--- src/rtl/battle_datapath.sv ---
// Battle datapath: latches stats, computes damage with a shift-add multiplier, applies it to HP with a zero floor.
// Damage is ready STAT_W+1 cycles after a calc_damage rising edge; applies that arrive while busy are deferred to the final edge.
module battle_datapath #(
    parameter int STAT_W = 8,
    parameter int HP_W   = 8,
    parameter int POWER  = 10
) (
    input  logic              clk,
    input  logic              reset_n,
    input  logic              load_pm,
    input  logic [STAT_W-1:0] p_atk_in,
    input  logic [STAT_W-1:0] p_def_in,
    input  logic [HP_W-1:0]   p_hp_in,
    input  logic [STAT_W-1:0] ai_atk_in,
    input  logic [STAT_W-1:0] ai_def_in,
    input  logic [HP_W-1:0]   ai_hp_in,
    input  logic              calc_damage,
    input  logic              active_trainer,
    input  logic              apply_damage,
    input  logic              target,
    output logic [HP_W-1:0]   p_hp,
    output logic [HP_W-1:0]   ai_hp,
    output logic              p_hp_zero,
    output logic              ai_hp_zero,
    output logic [HP_W-1:0]   damage,
    output logic              dmg_valid,
    output logic              busy
);

    localparam int ACC_W = STAT_W + 4;
    localparam int RAW_W = ACC_W - 3;
    localparam int CNT_W = $clog2(STAT_W + 1);
    localparam int SAT_W = (RAW_W > HP_W) ? RAW_W : HP_W;
    localparam logic [HP_W-1:0]  HP_MAX   = '1;
    localparam logic [CNT_W-1:0] CNT_LAST = CNT_W'(STAT_W - 1);

    typedef enum logic [1:0] {S_IDLE, S_MUL, S_SUB} state_t;

    state_t             r_state;
    state_t             w_next;
    logic               r_calc_d;
    logic               r_apply_d;
    logic [STAT_W-1:0]  r_p_atk;
    logic [STAT_W-1:0]  r_p_def;
    logic [STAT_W-1:0]  r_ai_atk;
    logic [STAT_W-1:0]  r_ai_def;
    logic [HP_W-1:0]    r_p_hp;
    logic [HP_W-1:0]    r_ai_hp;
    logic [HP_W-1:0]    r_damage;
    logic               r_dmg_valid;
    logic               r_pending;
    logic               r_pend_tgt;
    logic [STAT_W-1:0]  r_mplier;
    logic [ACC_W-1:0]   r_mcand;
    logic [ACC_W-1:0]   r_acc;
    logic [STAT_W-1:0]  r_def;
    logic [CNT_W-1:0]   r_cnt;

    logic               w_start;
    logic               w_apl;
    logic               w_busy;
    logic [RAW_W-1:0]   w_raw;
    logic [RAW_W-1:0]   w_def_ext;
    logic [RAW_W-1:0]   w_diff;
    logic [SAT_W-1:0]   w_diff_ext;
    logic [HP_W-1:0]    w_dmg_new;
    logic               w_sub_tgt;

    function automatic logic [HP_W-1:0] f_sub_floor(input logic [HP_W-1:0] hp,
                                                    input logic [HP_W-1:0] dmg);
        return (hp > dmg) ? hp - dmg : '0;
    endfunction

    // FSM controls are level-held, so only rising edges act
    assign w_start = calc_damage  & ~r_calc_d;
    assign w_apl   = apply_damage & ~r_apply_d;

    assign w_raw      = r_acc[ACC_W-1:3];
    assign w_def_ext  = RAW_W'(r_def);
    assign w_diff     = (w_raw > w_def_ext) ? w_raw - w_def_ext : RAW_W'(1);
    assign w_diff_ext = SAT_W'(w_diff);
    assign w_dmg_new  = (w_diff_ext > SAT_W'(HP_MAX)) ? HP_MAX : w_diff_ext[HP_W-1:0];
    assign w_sub_tgt  = w_apl ? target : r_pend_tgt;

    always_ff @(posedge clk or negedge reset_n) begin
        if (!reset_n) begin
            r_calc_d  <= 1'b0;
            r_apply_d <= 1'b0;
        end else begin
            r_calc_d  <= calc_damage;
            r_apply_d <= apply_damage;
        end
    end

    always_ff @(posedge clk or negedge reset_n) begin
        if (!reset_n) r_state <= S_IDLE;
        else          r_state <= w_next;
    end

    always_comb begin
        w_next = r_state;
        if (load_pm) begin
            w_next = S_IDLE;
        end else begin
            case (r_state)
                S_IDLE:  if (w_start) w_next = S_MUL;
                S_MUL:   if (r_cnt == CNT_LAST) w_next = S_SUB;
                S_SUB:   w_next = S_IDLE;
                default: w_next = S_IDLE;
            endcase
        end
    end

    always_comb begin
        w_busy = (r_state != S_IDLE);
    end

    always_ff @(posedge clk or negedge reset_n) begin
        if (!reset_n) begin
            r_p_atk     <= '0;
            r_p_def     <= '0;
            r_ai_atk    <= '0;
            r_ai_def    <= '0;
            r_p_hp      <= '0;
            r_ai_hp     <= '0;
            r_damage    <= '0;
            r_dmg_valid <= 1'b0;
            r_pending   <= 1'b0;
            r_pend_tgt  <= 1'b0;
            r_mplier    <= '0;
            r_mcand     <= '0;
            r_acc       <= '0;
            r_def       <= '0;
            r_cnt       <= '0;
        end else if (load_pm) begin
            r_p_atk     <= p_atk_in;
            r_p_def     <= p_def_in;
            r_ai_atk    <= ai_atk_in;
            r_ai_def    <= ai_def_in;
            r_p_hp      <= p_hp_in;
            r_ai_hp     <= ai_hp_in;
            r_damage    <= '0;
            r_dmg_valid <= 1'b0;
            r_pending   <= 1'b0;
        end else begin
            case (r_state)
                S_IDLE: begin
                    // An apply on the same edge as a start uses the previous damage
                    if (w_apl) begin
                        if (target) r_ai_hp <= f_sub_floor(r_ai_hp, r_damage);
                        else        r_p_hp  <= f_sub_floor(r_p_hp, r_damage);
                    end
                    if (w_start) begin
                        r_mplier    <= active_trainer ? r_ai_atk : r_p_atk;
                        r_def       <= active_trainer ? r_p_def  : r_ai_def;
                        r_mcand     <= ACC_W'(POWER);
                        r_acc       <= '0;
                        r_cnt       <= '0;
                        r_dmg_valid <= 1'b0;
                    end
                end
                S_MUL: begin
                    if (r_mplier[0]) r_acc <= r_acc + r_mcand;
                    r_mcand  <= r_mcand << 1;
                    r_mplier <= r_mplier >> 1;
                    r_cnt    <= r_cnt + CNT_W'(1);
                    if (w_apl) begin
                        r_pending  <= 1'b1;
                        r_pend_tgt <= target;
                    end
                end
                S_SUB: begin
                    r_damage    <= w_dmg_new;
                    r_dmg_valid <= 1'b1;
                    r_pending   <= 1'b0;
                    if (r_pending || w_apl) begin
                        if (w_sub_tgt) r_ai_hp <= f_sub_floor(r_ai_hp, w_dmg_new);
                        else           r_p_hp  <= f_sub_floor(r_p_hp, w_dmg_new);
                    end
                end
                default: ;
            endcase
        end
    end

    assign p_hp       = r_p_hp;
    assign ai_hp      = r_ai_hp;
    assign p_hp_zero  = (r_p_hp == '0);
    assign ai_hp_zero = (r_ai_hp == '0);
    assign damage     = r_damage;
    assign dmg_valid  = r_dmg_valid;
    assign busy       = w_busy;

endmodule
--- config.mk ---
export PLATFORM = sky130hd
export DESIGN_NAME = battle_datapath
export DESIGN_NICKNAME = d
export VERILOG_FILES = /design/src/rtl/battle_datapath.sv
export SDC_FILE = /design/constraint.sdc
export NUM_CORES = 1
export LEC_CHECK = 0
export CELL_PAD_IN_SITES_DETAIL_PLACEMENT = 0
export CELL_PAD_IN_SITES_GLOBAL_PLACEMENT = 1
export CORE_ASPECT_RATIO = 0.75
export CORE_MARGIN = 5
export CORE_UTILIZATION = 45
export DETAILED_ROUTE_END_ITERATION = 10
export DONT_BUFFER_PORTS = 1
export GPL_TIMING_DRIVEN = 0
export PLACE_DENSITY = 0.79
export SYNTH_ARGS = -nofsm -noshare
export SYNTH_HDL_FRONTEND = slang
export SYNTH_SLANG_ARGS = --single-unit
--- constraint.sdc ---
create_clock -name clk -period 3.8 [get_ports clk]
set_input_delay 0.76 -clock clk [delete_from_list [all_inputs] [get_ports clk]]
set_output_delay 0.76 -clock clk [all_outputs]
set_load 0.02 [all_outputs]
==> results_dict.tcl, run 1 <==
set metrics [dict create \
    status "complete, no violations" \
    setup_viol 0 \
    fin_util 0.5216 \
    die_width_um 152.5 \
    synth-simple-area-share 0.1447 \
    ir_drop_uv 277.1 \
    avgSynthCellArea_um2 9.674 \
    r2r_end "p_hp[5]" \
    synth_mux_area_frac 0.07947 \
    grt_setup_unrepaired "yes" \
    nNetsFinal 848 \
    p_seq_frac 0.354 \
    synth_compound_area_frac 0.2172 \
    required_ps 4040 \
    synthDistinctLibCells 71 \
    instances_no_fill 946 \
    netlist_area_um2 6849 \
    ys_seq_area_frac 0.3836 \
    grt_pass1_wl_mm 29.54 \
    clk_pin_slew_ps 80 \
    placed_cells 913 \
    layout-drive-gt1-share 0.1808 \
    via_count 5593 \
    drt_iter0_drc 457 \
    globalRoute.totalOverflow 0 \
    clockPowerShare 0.216 \
    coreArea_um2 15080 \
    clock-root-buffer "clkbuf_16" \
    viasPerCell 5.912 \
    clockBufferDepth 2 \
    netSwitchingPower_mw 1.845 \
    synth_fa_ha_area_frac 0.1107 \
    syn2layout_area_growth_pct 14.83 \
    ys_ff_latch 105 \
    hold_class "primary input to asynchronous set/reset pin" \
    gr-usage-all-layers 0.2071 \
    gp_congestion 0.8939 \
    syn_inst 708 \
    placed_area_um2 7106 \
    worstSetupPathType "register to register" \
    hpwl_mm 13.91 \
    row_count 39 \
    reg2reg_depth 15 \
    drt_drc_violations_left 0 \
    ant_nets 0 \
    wl_mm 18.50 \
    synth-edff-count 0 \
    die_area_um2 17810 \
    finalPower_mw 4.571 \
    fp.dieH_um 116.8 \
    cap_violations 0 \
    period_needed_ps 3725 \
    p_int_mw 2.726 \
    synth_top_family_by_area "compound AO/OA/AOI/OAI gates" \
    combinationalPowerShare 0.430 \
    relSlewSlack 0.4955 \
    clock_latency_ps 360 \
    wl_per_cell_um 19.56 \
    fmax_ghz 0.2684 \
    post-route-period-util 0.9803 \
    dr.pass1.iters 5 \
    p_leak_nw 3.313 \
    p_sw_frac 0.4037 \
    cts.sinks 105 \
    cp-start-kind "register" \
    ctsHoldBuffers 0 \
    syn_nets 820 \
    endpoint_kind "register" \
    ys_warn_count 0 \
    skew_ps 12.29 \
    timing.setup.tns_ps 0 \
    cts_made_buffers 9 \
    finish.instance_area_um2 7865 \
    arrival_ps 3970 \
    htree_levels 3 \
    grt_max_degree 106 \
    worstReg2RegStart "r_acc[4]" \
    critPathMaxFanout 5 \
    ios 83 \
    async_flop_share 1.000 \
    cts_tree "yes" \
    portBuffers 0 \
    hold_viol 0 \
    maxSlewViolCount 0 \
    power.density_nw_per_um2 581.2 \
    synth_xor_area_frac 0.02941 \
    n_antenna_cell 0 \
    synth_ff_type "dfrtp_1" \
    worst_slew_pin_slew_ps 751.6 \
    antenna_found_initial 0 \
    rrSetupSlack_ps 70 \
    n_fill_cell 1331 \
    start_util 0.4542 \
    grt_pass1_vias 5421 \
]
[power by group through the flow]
stage	logic (mW)	clock network (mW)	registers, mW
floorplan	1.31	0	1.54
global placement	1.59	0	1.62
detailed placement	1.64	0	1.63
CTS	1.75	1.01	1.61
global route	2.17	1.05	1.65
finish	1.97	0.987	1.62
[critical path: stages, from the launching register on]
cell and delay [ps]:
dfrtp_1 440, ha_4 270, nor2b_4 130, o31a_1 320
o41ai_4 440, o22ai_4 150, buf_6 170, nand3_4 120
ha_4 160, fa_2 230, nor2b_4 50, o31ai_4 330
a21oi_4 120, o31ai_4 250, nor2_1 80, o32a_1 360
[per-stage QoR]
| step | setup slack [ps] | hold WS, ps |
|---|---|---|
| 4_1_cts | 8.196 | 76.15 |
| 3_5_place_dp | -552.1 | 468.7 |
| 6_report | 74.73 | 89.28 |
| 3_3_place_gp | -509.4 | 463.1 |
| 2_1_floorplan | 159.1 | 440.9 |
| 5_1_grt | -74.86 | 74.47 |
[layer usage]
metal  vias up  track usage  routed length, um
met1      2770       0.3093               9294
met2       134       0.3157               8175
li1       2674            -                  -
met3        15      0.04263                840
met5         -            0                  0
met4         0      0.04095                190
[registers in the layout, summed over array words and instances (netlist names)]
name and cells:
r_mcand 11, r_pending 1, r_p_atk 8, damage 8
r_p_def 8, r_cnt 4, r_def 8, r_pend_tgt 1
r_calc_d 1, dmg_valid 1, r_ai_def 8, r_mplier 8
ai_hp 8, r_state 2, r_apply_d 1, r_acc 11
p_hp 8, r_ai_atk 8
[repair_timing]
action / 4_1_cts / 5_1_grt
setup endpoints to repair: 16 / 16
gates cloned: 0 / 1
pin swaps: 8 / 18
resized for setup: 32 / 38
setup buffers: 6 / 10
[synthesized netlist by cell type, drive strengths merged, types with 11 or more instances]
master / instances / area share
o21a: 15 / 0.016
nand2: 56 / 0.031
a211oi: 11 / 0.013
dfrtp: 105 / 0.38
o21ai: 57 / 0.042
mux2: 35 / 0.058
nor3: 13 / 0.0095
clkbuf: 13 / 0.0071
a21oi: 33 / 0.024
nand2b: 11 / 0.011
a22o: 13 / 0.017
inv: 38 / 0.021
nor2: 62 / 0.034
mux2i: 15 / 0.022
xnor2: 14 / 0.018
ha: 51 / 0.093
[worst max path at each step]
| stage | from | end | slack [ps] | depth (start not counted) |
|---|---|---|---|---|
| after floorplan | r_acc[3] | p_hp[5] | 160 | 16 |
| after global placement | r_acc[3] | p_hp[5] | -510 | 16 |
| after detailed placement | r_acc[3] | p_hp[5] | -550 | 16 |
| after CTS | r_acc[6] | p_hp[6] | 8 | 15 |
| after global routing | r_acc[4] | ai_hp[6] | -70 | 15 |
| final | r_acc[4] | p_hp[5] | 70 | 15 |
[area by class of cell]
class,count,area (um^2),area share
multi-input cells,542,4295,0.5461
flip-flops and latches,105,2628,0.3341
well taps,205,256.5,0.03261
clock buffers,10,229.0,0.02911
inverters,38,142.6,0.01814
repair buffers,17,125.1,0.01591
plain buffers,23,105.1,0.01336
clock inverters,6,83.83,0.01066
[cell usage in the layout (no fill, tap or decap), types with 14 or more instances in the layout]
| master | instances |
|---|---|
| nor2_1 | 62 |
| o21ai_0 | 47 |
| xnor2_1 | 14 |
| inv_1 | 37 |
| nand2_1 | 56 |
| dfrtp_1 | 105 |
| mux2_2 | 35 |
| clkbuf_1 | 14 |
| o21a_1 | 15 |
| a21oi_1 | 31 |
| ha_1 | 37 |
| buf_4 | 17 |
| mux2i_1 | 15 |
[kinds of logic (layout without fill, tap and decap cells)]
family,count (synthesis),after routing
adders and majority gates,57,57
muxes,50,50
and+or+nand+nor,203,203
DFF,105,105
AOI/OAI and AO/OA,209,209
xor gates and xnor gates,23,23
buffers and inverters,61,94
Note: power is estimated with default switching activity, not from simulation.
==> run 2: changes to the inputs <==
CORE_ASPECT_RATIO = not set   (was 0.75)
==> run 2 against run 1 <==
- register-to-register slack improved by 50 ps
- critical path depth decreased by 2
- clock-buffer cell count unchanged
- sequential cell count did not move
- global-route usage decreased by 0.29 points
- largest cell class unchanged
==> results_dict.tcl, run 2 (synthesis results as in run 1) <==
set metrics [dict create \
    status "complete, no violations" \
    gr-usage-all-layers 0.2042 \
    ios 83 \
    viasPerCell 6.060 \
    endpoint_kind "register" \
    finish.instance_area_um2 7828 \
    row_count 45 \
    hold_class "primary input to asynchronous set/reset pin" \
    nNetsFinal 849 \
    cts_made_buffers 9 \
    clock-root-buffer "clkbuf_16" \
    instances_no_fill 930 \
    fmax_ghz 0.2723 \
    worst_slew_pin_slew_ps 671.4 \
    max_stage_delay_ps 450 \
    path_cells "ha_1 > nor2b_1 > o2111a_1 > a2111oi_1 > xnor2_1 > o21ai_2 > ha_1 > o21ai_0 > a21oi_4 > o31ai_4 > buf_4 > o22ai_1 > o22a_1" \
    mostFrequentLayoutCells "dfrtp_1 (105), nor2_1 (62), nand2_1 (56), o21ai_0 (49), ha_1 (40)" \
    critPathMaxFanout 4 \
    crit_end "p_hp[3]" \
    clockBufferDepth 2 \
    placed_cells 896 \
    gp_congestion 0.9051 \
    globalRoute.totalOverflow 0 \
    drt_iter0_drc 252 \
    start_util 0.4539 \
    hpwl_mm 13.66 \
    clock_latency_ps 360 \
    antenna_found_initial 0 \
    path_buf_inv 1 \
    p_leak_nw 3.313 \
    portBuffers 0 \
    reg_top3 "r_acc: 11 flops, r_mcand: 11 flops" \
    post-route-period-util 0.9663 \
    arrival_ps 3930 \
    n_antenna_cell 0 \
    setup_viol 0 \
    critical-path-top-delay-family "compound AO/OA/AOI/OAI gates" \
    ir_drop_uv 313.8 \
    grt_pass1_vias 5697 \
    via_count 5636 \
    required_ps 4060 \
    timing.setup.tns_ps 0 \
    fin_util 0.5187 \
    cap_violations 0 \
    coreArea_um2 15090 \
    skew_ps 7.423 \
    wl_mm 18.39 \
    hold_viol 0 \
    grt_setup_unrepaired "no" \
    htree_levels 3 \
    worstReg2RegStart "r_acc[4]" \
    relSlewSlack 0.5465 \
    placed_area_um2 7084 \
    power.density_nw_per_um2 573.3 \
    fp.dieH_um 133.4 \
    maxSlewViolCount 0 \
    layout-drive-gt1-share 0.1752 \
    r2r_end "p_hp[3]" \
    rrSetupSlack_ps 130 \
    clk_pin_slew_ps 80 \
    dr.pass1.iters 5 \
    path_common_cell "ha_1" \
    die_width_um 133.4 \
    final_common_cell "dfrtp_1" \
    cp-start-kind "register" \
    crit_start "r_acc[4]" \
    syn2layout_area_growth_pct 14.29 \
    drt_drc_violations_left 0 \
    die_area_um2 17790 \
    cts_tree "yes" \
    wl_per_cell_um 19.77 \
    grt_max_degree 106 \
    ant_nets 0 \
    period_needed_ps 3672 \
    cp.depth 13 \
    cp_slowest_cell "a2111oi_1" \
    grt_pass1_wl_mm 29.39 \
    reg2reg_depth 13 \
    worstSetupPathType "register to register" \
    ctsHoldBuffers 0 \
    cts.sinks 105 \
]
-- run 2: changes by cell type in the layout (fill, tap and decap cells not counted), moves of 2 or more --
cell      change
ha_1          +3
ha_2          -3
inv_8         +3
o21ai_1       -3
a221oi_1      +2
a221oi_2      -2
inv_6         -2
o21ai_0       +2
-- run 2: report_power, final --
part | total (mW) | internal (mW) | switching, mW
combinational | 1.91 | 0.854 | 1.05
clock | 0.979 | 0.488 | 0.491
sequential | 1.60 | 1.31 | 0.294
-- run 2: worst register-to-register path: cells and delay by family, from the launching register on --
family / cells / cell delay [ps]
AOI/OAI and AO/OA: 8 / 1930
adders and majority gates: 2 / 650
DFF: 1 / 410
xor gates and xnor gates: 1 / 230
buffers and inverters: 1 / 180
and+or+nand+nor: 1 / 170
-- run 2: final cells by class --
cell class,count,area [um^2]
Buffer,23,105.1
Multi-Input combinational cell,542,4258
Inverter,38,142.6
Sequential cell,105,2628
Clock inverter,6,68.82
Timing Repair Buffer,18,151.4
Fill cell,1376,7262
Clock buffer,10,239.0
Tap cell,188,235.2
-- run 2: routing by layer --
layer  share of wire  routed length (um)  vias to the layer above  global-route usage
met5               0                   0                        -                   0
met4           0.039                 720                        0             0.08800
met3           0.047                 857                       47             0.04456
met2            0.49                8919                      150              0.3411
met1            0.43                7891                     2765              0.2557
li1                -                   -                     2674                   -
-- run 2: repair_timing --
action | CTS | global route
resized for setup | 30 | 26
gates cloned | 1 | 0
setup endpoints to repair | 16 | 16
pin swaps | 13 | 8
setup buffers | 14 | 3
-- run 2: worst min path at each step --
| stage | from | endpoint | slack (ps) | cells after the start |
|---|---|---|---|---|
| after global routing | reset_n | ai_hp[6] | 80 | 0 |
| final | reset_n | ai_hp[6] | 90 | 0 |
| after detailed placement | reset_n | ai_hp[6] | 470 | 0 |
| after floorplan | r_cnt[3] | r_state[1] | 440 | 1 |
| after global placement | r_cnt[3] | r_state[1] | 460 | 1 |
| after CTS | reset_n | p_hp[1] | 80 | 0 |
-- run 2: through the flow --
stage,total power [mW],setup slack (ps),hold slack [ps]
floorplan,2.853,159.1,440.9
global placement,3.197,-596.8,456.5
detailed placement,3.257,-747.5,467.7
CTS,4.347,8.062,79.66
global route,4.769,0.3384,75.05
finish,4.487,128.2,86.11
